**src/rtl/digit_uart_tx_pkg.sv**
```systemverilog
// rtl/digit_uart_tx_pkg.sv - shared ASCII constants, serializer state encoding and digit mapping
package digit_uart_tx_pkg;

  localparam logic [7:0] ASCII_ZERO = 8'h30;
  localparam logic [7:0] ASCII_DASH = 8'h2D;
  localparam logic [7:0] ASCII_CR   = 8'h0D;
  localparam logic [7:0] ASCII_LF   = 8'h0A;

  typedef enum logic [1:0] {
    IDLE  = 2'd0,
    START = 2'd1,
    DATA  = 2'd2,
    STOP  = 2'd3
  } tx_state_t;

  // Out-of-range codes become '-' to match the display receiver's invalid marker
  function automatic logic [7:0] digit_to_ascii(input logic [3:0] d);
    return (d <= 4'd9) ? (ASCII_ZERO + {4'b0000, d}) : ASCII_DASH;
  endfunction

endpackage

```
**src/rtl/digit_uart_tx_if.sv**
```systemverilog
// rtl/digit_uart_tx_if.sv - digit valid/ready handshake bundle
interface digit_uart_tx_if;
  logic [3:0] digit;
  logic       digit_valid;
  logic       digit_ready;

  modport master (output digit, output digit_valid, input  digit_ready);
  modport slave  (input  digit, input  digit_valid, output digit_ready);
endinterface

```
**src/rtl/digit_uart_tx_uart_tx_8n1.sv**
```systemverilog
// rtl/digit_uart_tx_uart_tx_8n1.sv - 8N1 byte serializer with baud counter
module uart_tx_8n1
  import digit_uart_tx_pkg::*;
#(
  parameter int DIV = 16
) (
  input  logic       clk,
  input  logic       rst,
  input  logic       start,
  input  logic [7:0] tx_byte,
  output logic       uarttx,
  output logic       done,
  output logic       idle
);

  localparam int CW = (DIV > 1) ? $clog2(DIV) : 1;

  tx_state_t     state, state_nxt;
  logic [CW-1:0] baud_cnt;
  logic [2:0]    bit_idx;
  logic [7:0]    shreg;
  logic          line;
  logic          baud_last;

  assign baud_last = (baud_cnt == CW'(DIV - 1));
  assign done      = (state == STOP) && baud_last;
  assign idle      = (state == IDLE);

  always_comb begin
    state_nxt = state;
    line      = 1'b1;
    case (state)
      IDLE:  if (start) state_nxt = START;
      START: begin
        line = 1'b0;
        if (baud_last) state_nxt = DATA;
      end
      DATA: begin
        line = shreg[0];
        if (baud_last && bit_idx == 3'd7) state_nxt = STOP;
      end
      STOP: if (baud_last) state_nxt = start ? START : IDLE;
      default: state_nxt = IDLE;
    endcase
  end

  always_ff @(posedge clk or posedge rst) begin
    if (rst) state <= IDLE;
    else     state <= state_nxt;
  end

  // uarttx is the line value of the current state registered, so it trails the FSM by one clock
  always_ff @(posedge clk or posedge rst) begin
    if (rst) begin
      uarttx   <= 1'b1;
      baud_cnt <= '0;
      bit_idx  <= 3'd0;
      shreg    <= 8'h00;
    end else begin
      uarttx   <= line;
      baud_cnt <= (state == IDLE || baud_last) ? '0 : baud_cnt + 1'b1;
      if (state == DATA && baud_last) begin
        bit_idx <= bit_idx + 3'd1;
        shreg   <= {1'b0, shreg[7:1]};
      end
      if (start && (idle || done)) shreg <= tx_byte;
    end
  end

endmodule

```
**src/rtl/digit_uart_tx.sv**
```systemverilog
// rtl/digit_uart_tx.sv - digit handshake, ASCII mapping and CR/LF sequencing onto a UART TX line
module digit_uart_tx
  import digit_uart_tx_pkg::*;
#(
  parameter int CLK_HZ      = 12000000,
  parameter int BAUD        = 9600,
  parameter int APPEND_CRLF = 1
) (
  input  logic            clk,
  input  logic            rst,
  digit_uart_tx_if.slave  dig,
  output logic            uarttx,
  output logic            busy
);

  localparam int         DIV       = CLK_HZ / BAUD;
  localparam logic [1:0] LAST_CHAR = (APPEND_CRLF != 0) ? 2'd2 : 2'd0;

  logic       idle;
  logic       done;
  logic       accept;
  logic       more;
  logic       start;
  logic [1:0] char_idx;
  logic [7:0] tx_byte;

  assign dig.digit_ready = idle;
  assign busy            = ~idle;
  assign accept          = dig.digit_valid & idle;
  assign more            = (char_idx != LAST_CHAR);
  assign start           = accept | (done & more);

  // While idle the mapped digit is offered; mid-message the char after char_idx is offered
  always_comb begin
    tx_byte = digit_to_ascii(dig.digit);
    if (!idle) begin
      case (char_idx)
        2'd0:    tx_byte = ASCII_CR;
        default: tx_byte = ASCII_LF;
      endcase
    end
  end

  always_ff @(posedge clk or posedge rst) begin
    if (rst)              char_idx <= 2'd0;
    else if (accept)      char_idx <= 2'd0;
    else if (done & more) char_idx <= char_idx + 2'd1;
  end

  uart_tx_8n1 #(.DIV(DIV)) u_ser (
    .clk     (clk),
    .rst     (rst),
    .start   (start),
    .tx_byte (tx_byte),
    .uarttx  (uarttx),
    .done    (done),
    .idle    (idle)
  );

endmodule

```
**src/flat_wrapper.sv**
```systemverilog
// flat-port wrapper written by rule: the top's interface ports become plain ports
module digit_uart_tx_flat import digit_uart_tx_pkg::*;
#(
  parameter int CLK_HZ      = 12000000,
  parameter int BAUD        = 9600,
  parameter int APPEND_CRLF = 1
)
  (clk, rst, uarttx, busy, dig_digit, dig_digit_valid, dig_digit_ready);
  digit_uart_tx_if dig_i ();
  input  logic clk;
  input  logic rst;
  output logic uarttx;
  output logic busy;
  input wire logic [$bits(dig_i.digit)-1:0] dig_digit;
  input wire logic [$bits(dig_i.digit_valid)-1:0] dig_digit_valid;
  output wire logic [$bits(dig_i.digit_ready)-1:0] dig_digit_ready;
  assign dig_i.digit = dig_digit;
  assign dig_i.digit_valid = dig_digit_valid;
  assign dig_digit_ready = dig_i.digit_ready;
  digit_uart_tx #(.CLK_HZ(CLK_HZ), .BAUD(BAUD), .APPEND_CRLF(APPEND_CRLF)) u_core (.clk(clk), .rst(rst), .dig(dig_i), .uarttx(uarttx), .busy(busy));
endmodule
```
**config.mk**
```make
export PLATFORM = sky130hd
export DESIGN_NAME = digit_uart_tx_flat
export DESIGN_NICKNAME = d
export VERILOG_FILES = /design/src/rtl/digit_uart_tx_pkg.sv /design/src/rtl/digit_uart_tx_if.sv /design/src/rtl/digit_uart_tx_uart_tx_8n1.sv /design/src/rtl/digit_uart_tx.sv /design/src/flat_wrapper.sv
export SDC_FILE = /design/constraint.sdc
export NUM_CORES = 1
export LEC_CHECK = 0
export ABC_AREA = 1
export CAP_MARGIN = 20
export CORE_AREA = 2 2 54 56
export DETAILED_ROUTE_END_ITERATION = 8
export DIE_AREA = 0 0 56 58
export PLACE_DENSITY = 0.82
export SLEW_MARGIN = 40
export SYNTH_ARGS = -nofsm -noshare
export SYNTH_HDL_FRONTEND = slang
export SYNTH_SLANG_ARGS = --single-unit
```
**constraint.sdc**
```tcl
create_clock -name clk -period 1.5 [get_ports clk]
set_input_delay 0.45 -clock clk [delete_from_list [all_inputs] [get_ports clk]]
set_output_delay 0.45 -clock clk [all_outputs]
set_load 0.01 [all_outputs]
```
* Word level (Yosys, flattened, before mapping) *
Cells that the tools add are included.

storage, ports and cells
  word-level logic and storage cells = 51
  output and inout port bits = 3
  register bits = 27

operators by class
  equal/unequal tests = 10
  muxes and demuxes = 15
  add/subtract/negate cells = 4
  reductions and logical operators = 11
  bitwise gates (word level) = 4
  $lt $le $gt $ge = 1

operator list
  kind                                                   number
  2-to-1 mux 8 bit                                       4
  2-to-1 mux 2 bit                                       6
  adder 11 x 1 -> 11 bit, second input constant          1
  equality test 11 bit, second input constant            1
  2-to-1 mux 11 bit                                      1
  != test 2 bit, second input constant                   5
  one-hot mux 2 bit (4 select lines)                     1
  adder 6 x 4 -> 7 bit, first input constant             1
  equality test 2 bit, second input constant             2
  less-or-equal comparator 4 bit, second input constant  1
  logical AND 1 bit                                      4
  zero test 2 bit                                        2
  AND reduction 4 bit                                    1
  nonzero test 2 bit                                     2
  adder 3 x 1 -> 3 bit, second input constant            1
  equality test 3 bit, second input constant             1
  2-to-1 mux 3 bit                                       1
  adder 2 x 1 -> 2 bit, second input constant            1
  AND 1 bit                                              2
  equality test 2 x 1 -> 1 bit, second input constant    1
  logical OR 1 bit                                       2
  one-hot mux 1 bit (2 select lines)                     1
  2-to-1 mux 1 bit                                       1
  NOT 1 bit                                              1
  bitwise OR 1 bit                                       1

* Longest topological paths before layout *
  depth in word-level cells = 7
  mapped depth = 13
  depth with buffers taken out = 12

* Hierarchy *
From an unflattened synthesis, not the netlist that was laid out.

second synthesis, totals
  cells, all modules = 211
  area, all modules = 1631.6 um2

modules (own cells, without submodules)
  module         sequential area each (um2)  cells an instance  times used  area each (um2)
  uart_tx_8n1    626.9                       182                1           1430.1
  digit_uart_tx  50.0                        29                 1           201.4

* Least setup slack after synthesis *
OpenSTA, ideal clock, no wires.

  path kind = reg-to-reg
  from = register u_core.u_ser.state[0]
  to = register u_core.u_ser.shreg[2]
  required time = 1.367 ns
  arrival time = 1.411 ns
  path slack = -0.045 ns
  stages on the path, launching flop included = 6
  period minus slack after synthesis = 1.545 ns
  path through = dfrtp_1 -> inv_1 -> ha_1 -> clkinv_1 -> o311ai_0 -> nand2_1

between the ends
  elaborated cells between the ends (all ways) = 13
  classes of those cells = eq/ne (2); mux (2); bitwise (3); reduce/logical (6)

RTL lines
  what                                                           line                             text
  start: declaration                                             digit_uart_tx_uart_tx_8n1.sv:18  tx_state_t state, state_nxt;
  start signal: assignment                                       digit_uart_tx_uart_tx_8n1.sv:49  else state <= state_nxt;
  zero test 2 bit *                                              digit_uart_tx_uart_tx_8n1.sv:27  assign idle = (state == IDLE);
  via dig_digit_ready                                            flat_wrapper.sv:16               output wire logic [$bits(dig_i.digit_ready)-1:0] dig_digit_ready;
  AND 1 bit                                                      digit_uart_tx.sv:29              assign accept = dig.digit_valid & idle;
  bitwise OR 1 bit                                               digit_uart_tx.sv:31              assign start = accept | (done & more);
  logical AND 1 bit                                              digit_uart_tx_uart_tx_8n1.sv:66  if (start && (idle || done)) shreg <= tx_byte;
  2-to-1 mux 8 bit / nonzero test 2 bit (equally long branches)  -
  end signal: assignment                                         digit_uart_tx_uart_tx_8n1.sv:64  shreg <= {1'b0, shreg[7:1]};
  end signal: assignment                                         digit_uart_tx_uart_tx_8n1.sv:66
  end: declaration                                               digit_uart_tx_uart_tx_8n1.sv:21  logic [7:0] shreg;

Mark *: on every way through the listed nets, which the timed path passes. The rest lies on a longest branch.
A chain may end at the register's enable or synchronous reset.

* Worst setup path in the final report *
  from = register u_core.u_ser.state[1]
  to = output busy

between the ends
  cells in the longest elaborated chain, start to end = 2

ends and longest elaborated chain
  what              line                             text
  zero test 2 bit   digit_uart_tx_uart_tx_8n1.sv:27
  NOT 1 bit         digit_uart_tx.sv:28              assign busy = ~idle;
  end: declaration  flat_wrapper.sv:13               output logic busy;

No other way between the ends.

==> impl_results.md <==
* Status: finished, violations left
* Violated checks: negative setup slack
* XOR/XNOR Fraction of Synth Area at 0.0367
* Total GRT Usage at 0.247
* Synth area leaders: dfrtp_1 (42%), nand2_1 (12%), ha_1 (9.6%)
* # rows at 19
* I/O pin cnt at 10
* Post-synth EDFFs at 0
* PwrDens at 1650 nW/um^2
* Fin crit share at 1.11
* Root Buffer: clkbuf_4
* Sequential share of the synthesized area at 0.438
* Measured slew at the worst slew-check pin at 0.408 ns
* Reg2reg end: u_core.u_ser.state[0]$_DFFE_PP0P_
* Fmax at 0.602 GHz
* CP peak stage delay at 0.43 ns
* Final Hold Viols at 0
* Synth top area share at 0.420
* Residual DRC at 0
* Syn nets at 190
* CTS max path bufs at 2
* Fraction of the mapped netlist area in adder cells at 0.0962
* Fin worst setup slack at -0.162 ns
* Hold WC Path Type: input port to async pin
* Ant diodes at 0
* Worst skew pair latency at 0.34 ns
* Post-DP HPWL at 2.35 mm
* Yosys reg bits at 25
* Yosys Warn Count at 0
* DRT iter0 DRCs at 30
* H-tree level count at 1
* Sink Count at 25
* Max Cap Viol at 0
* Avg WL per Cell at 16.9 um
* Worst setup startpoint: u_core.u_ser.state[1]$_DFFE_PP0P_
* CP endpoint kind: output port
* Nets@finish at 225
* Compound-Gate Fraction of Synth Area at 0.0490
* Antenna-violating nets left at 0
* CTS tree: done
* DP Cell Count at 228
* CP Data Required Time at 1.05 ns
* Initial antenna violation count at 0
* Worst reg2reg path depth at 10
* Post-synthesis mux area share at 0
* Fraction of registers with async set/reset at 1.00
* Setup Crit Path Kind: register to output port
* Post-synthesis simple-gate area fraction at 0.316
* Count of unique library cells instantiated by Yosys at 25
* Hold Buf Count CTS at 0
* Synth cell count leaders: nand2_1 (45), dfrtp_1 (24), inv_1 (19), nor2_1 (19), nand3_1 (16)
* Final Critical Period at between 1.5 and 2 ns
* Via-to-Cell Ratio at 5.62
* IO buf count at 9
* CP Cell Sequence: inv_2 > ha_4 > clkinv_4 > buf_6
* Largest family of logic cells by synthesized area: simple AND/OR/NAND/NOR gates
* CP Launch Type: register
* R2r startpoint: u_core.u_ser.state[1]$_DFFE_PP0P_
* Full die area at 3250 sq um
* Core area at 2660 sq um
* First-pass GRT wire length at around 6 mm
* Peak VDD IR at 1.70 mV
* Top FF cell, synth: dfrtp_1
* Critical-path top delay cell: dfrtp_1
* Synth Area per Inst at between 8 and 9 sq um
* Worst Skew at 0.00441 ns
* Largest net degree at the start of global routing at 15
* Met2 WL at 2.19 mm
* Synthesized area at 1430 sq um
* Met1 WL at 1.52 mm
* Starting density of the core at 0.538
* Clock slew at reported path FFs at 0.14 ns
* Die Width at around 56 um
* Vias in the first global route at approximately 1400
* Final wirelength at ~4.0 mm
* Post-synthesis cell count at 172
* Worst EP arrival at 1.21 ns
* P_leak at 0.936 nW
* Drt first pass iters at 4
* Most frequent cell after synthesis: nand2_1
* Rel. slew slack at 0.725
* Met3 routed WL at approximately 140 um
* Area Growth Syn to Fin at 37.9%
* Largest area contributor in the netlist: dfrtp_1
* Via count at roughly 1300
* GR Overflow Total at 0
* Post-Layout Cell Count at 237
* Endpoints failing setup at 14
* Tot Pwr at 3.27 mW
* Placer congestion estimate at 0.784
* RSZ-0062 raised after global routing: yes
* Post-route design area at between 1500 and 2000 sq um
* Crit-path max FO at 3
* Flop-to-flop setup slack at -0.12 ns
* Die Y at between 50 and 60 um
* Share of layout cells above drive strength 1 at 0.393
* Dpl cell area at 1690 sq um
* Num CTS Buffers at 3
* Highest metal used: met4
* Max Slew Vio Count at 0
-- worst max-delay path: cells and delay by family, from the launching register on --
kind / cells / cell delay, ns
buf+inv: 3 / 0.26
fa+ha+maj: 1 / 0.18
flops: 1 / 0.43
-- placed cells by master (no fill, tap or decap), types with 5 or more instances in the layout --
cell and n:
nand2_2 10, dfrtp_1 24, nand3_2 11, ha_1 6, inv_1 14, nor2_2 5
nor2_1 14, buf_4 18, nor2_4 5, clkdlybuf4s50_1 6, nand2_1 36, nand3_1 6
-- final cells by class --
type | count | area, sq um
Clock buffer | 4 | 26.3
Fill cell | 174 | 688
Inverter | 21 | 92.6
Multi-Input combinational cell | 126 | 925
Sequential cell | 25 | 627
Tap cell | 31 | 38.8
Timing Repair Buffer | 30 | 265
-- flip-flops by register name (all words and copies together) (netlist names) --
register / flops
u_core.u_ser.state: 2
u_core.u_ser.uarttx: 1
u_core.char_idx: 2
u_core.u_ser.baud_cnt: 11
u_core.u_ser.bit_idx: 3
u_core.u_ser.shreg: 6
-- power by group --
part	total (mW)	switching, mW	internal [mW]
logic	1.95	1.11	0.848
clock network	0.329	0.224	0.105
registers	0.983	0.119	0.864
total	3.27	1.45	1.82
-- worst max path at each step --
stage	slack, ns	cells past startpoint	end
after CTS	-0.1	4	busy
after global placement	-0.20	3	dig_digit_ready
after global routing	-0.23	12	u_core.u_ser.state[0]$_DFFE_PP0P_
final	-0.16	4	busy
after detailed placement	-0.22	3	dig_digit_ready
after floorplan	0.04	5	u_core.u_ser.shreg[2]$_DFFE_PP0P_
-- kinds of logic after synthesis --
family	Yosys count
AO/OA/AOI/OAI	10
flip-flops	25
AND/OR/NAND/NOR	98
adder cells (fa/ha/maj)	11
XOR/XNOR	6
buffers and inverters	22
-- routing by layer --
metal	track usage	up-vias
met3	0.0313	16
met5	0	-
met4	0.133	0
met1	0.275	656
li1	-	617
met2	0.461	44
-- through the flow --
stage          setup slack, ns   util  TNS [ns]  hold WS, ns
6_report                -0.162  0.742     -1.28        0.383
5_1_grt                 -0.227  0.742     -2.65        0.411
4_1_cts                -0.0998  0.707    -0.767        0.372
3_5_place_dp            -0.220  0.635     -1.00        0.484
3_3_place_gp            -0.197  0.635    -0.718        0.467
2_1_floorplan           0.0442      -         0        0.449
-- repair_timing --
item,in CTS,in global routing
pin swaps,12,14
setup endpoints to repair,16,26
gates resized for setup,49,24
setup buffers,5,0
gates cloned,1,0
Note: power is estimated with default switching activity, not from simulation.
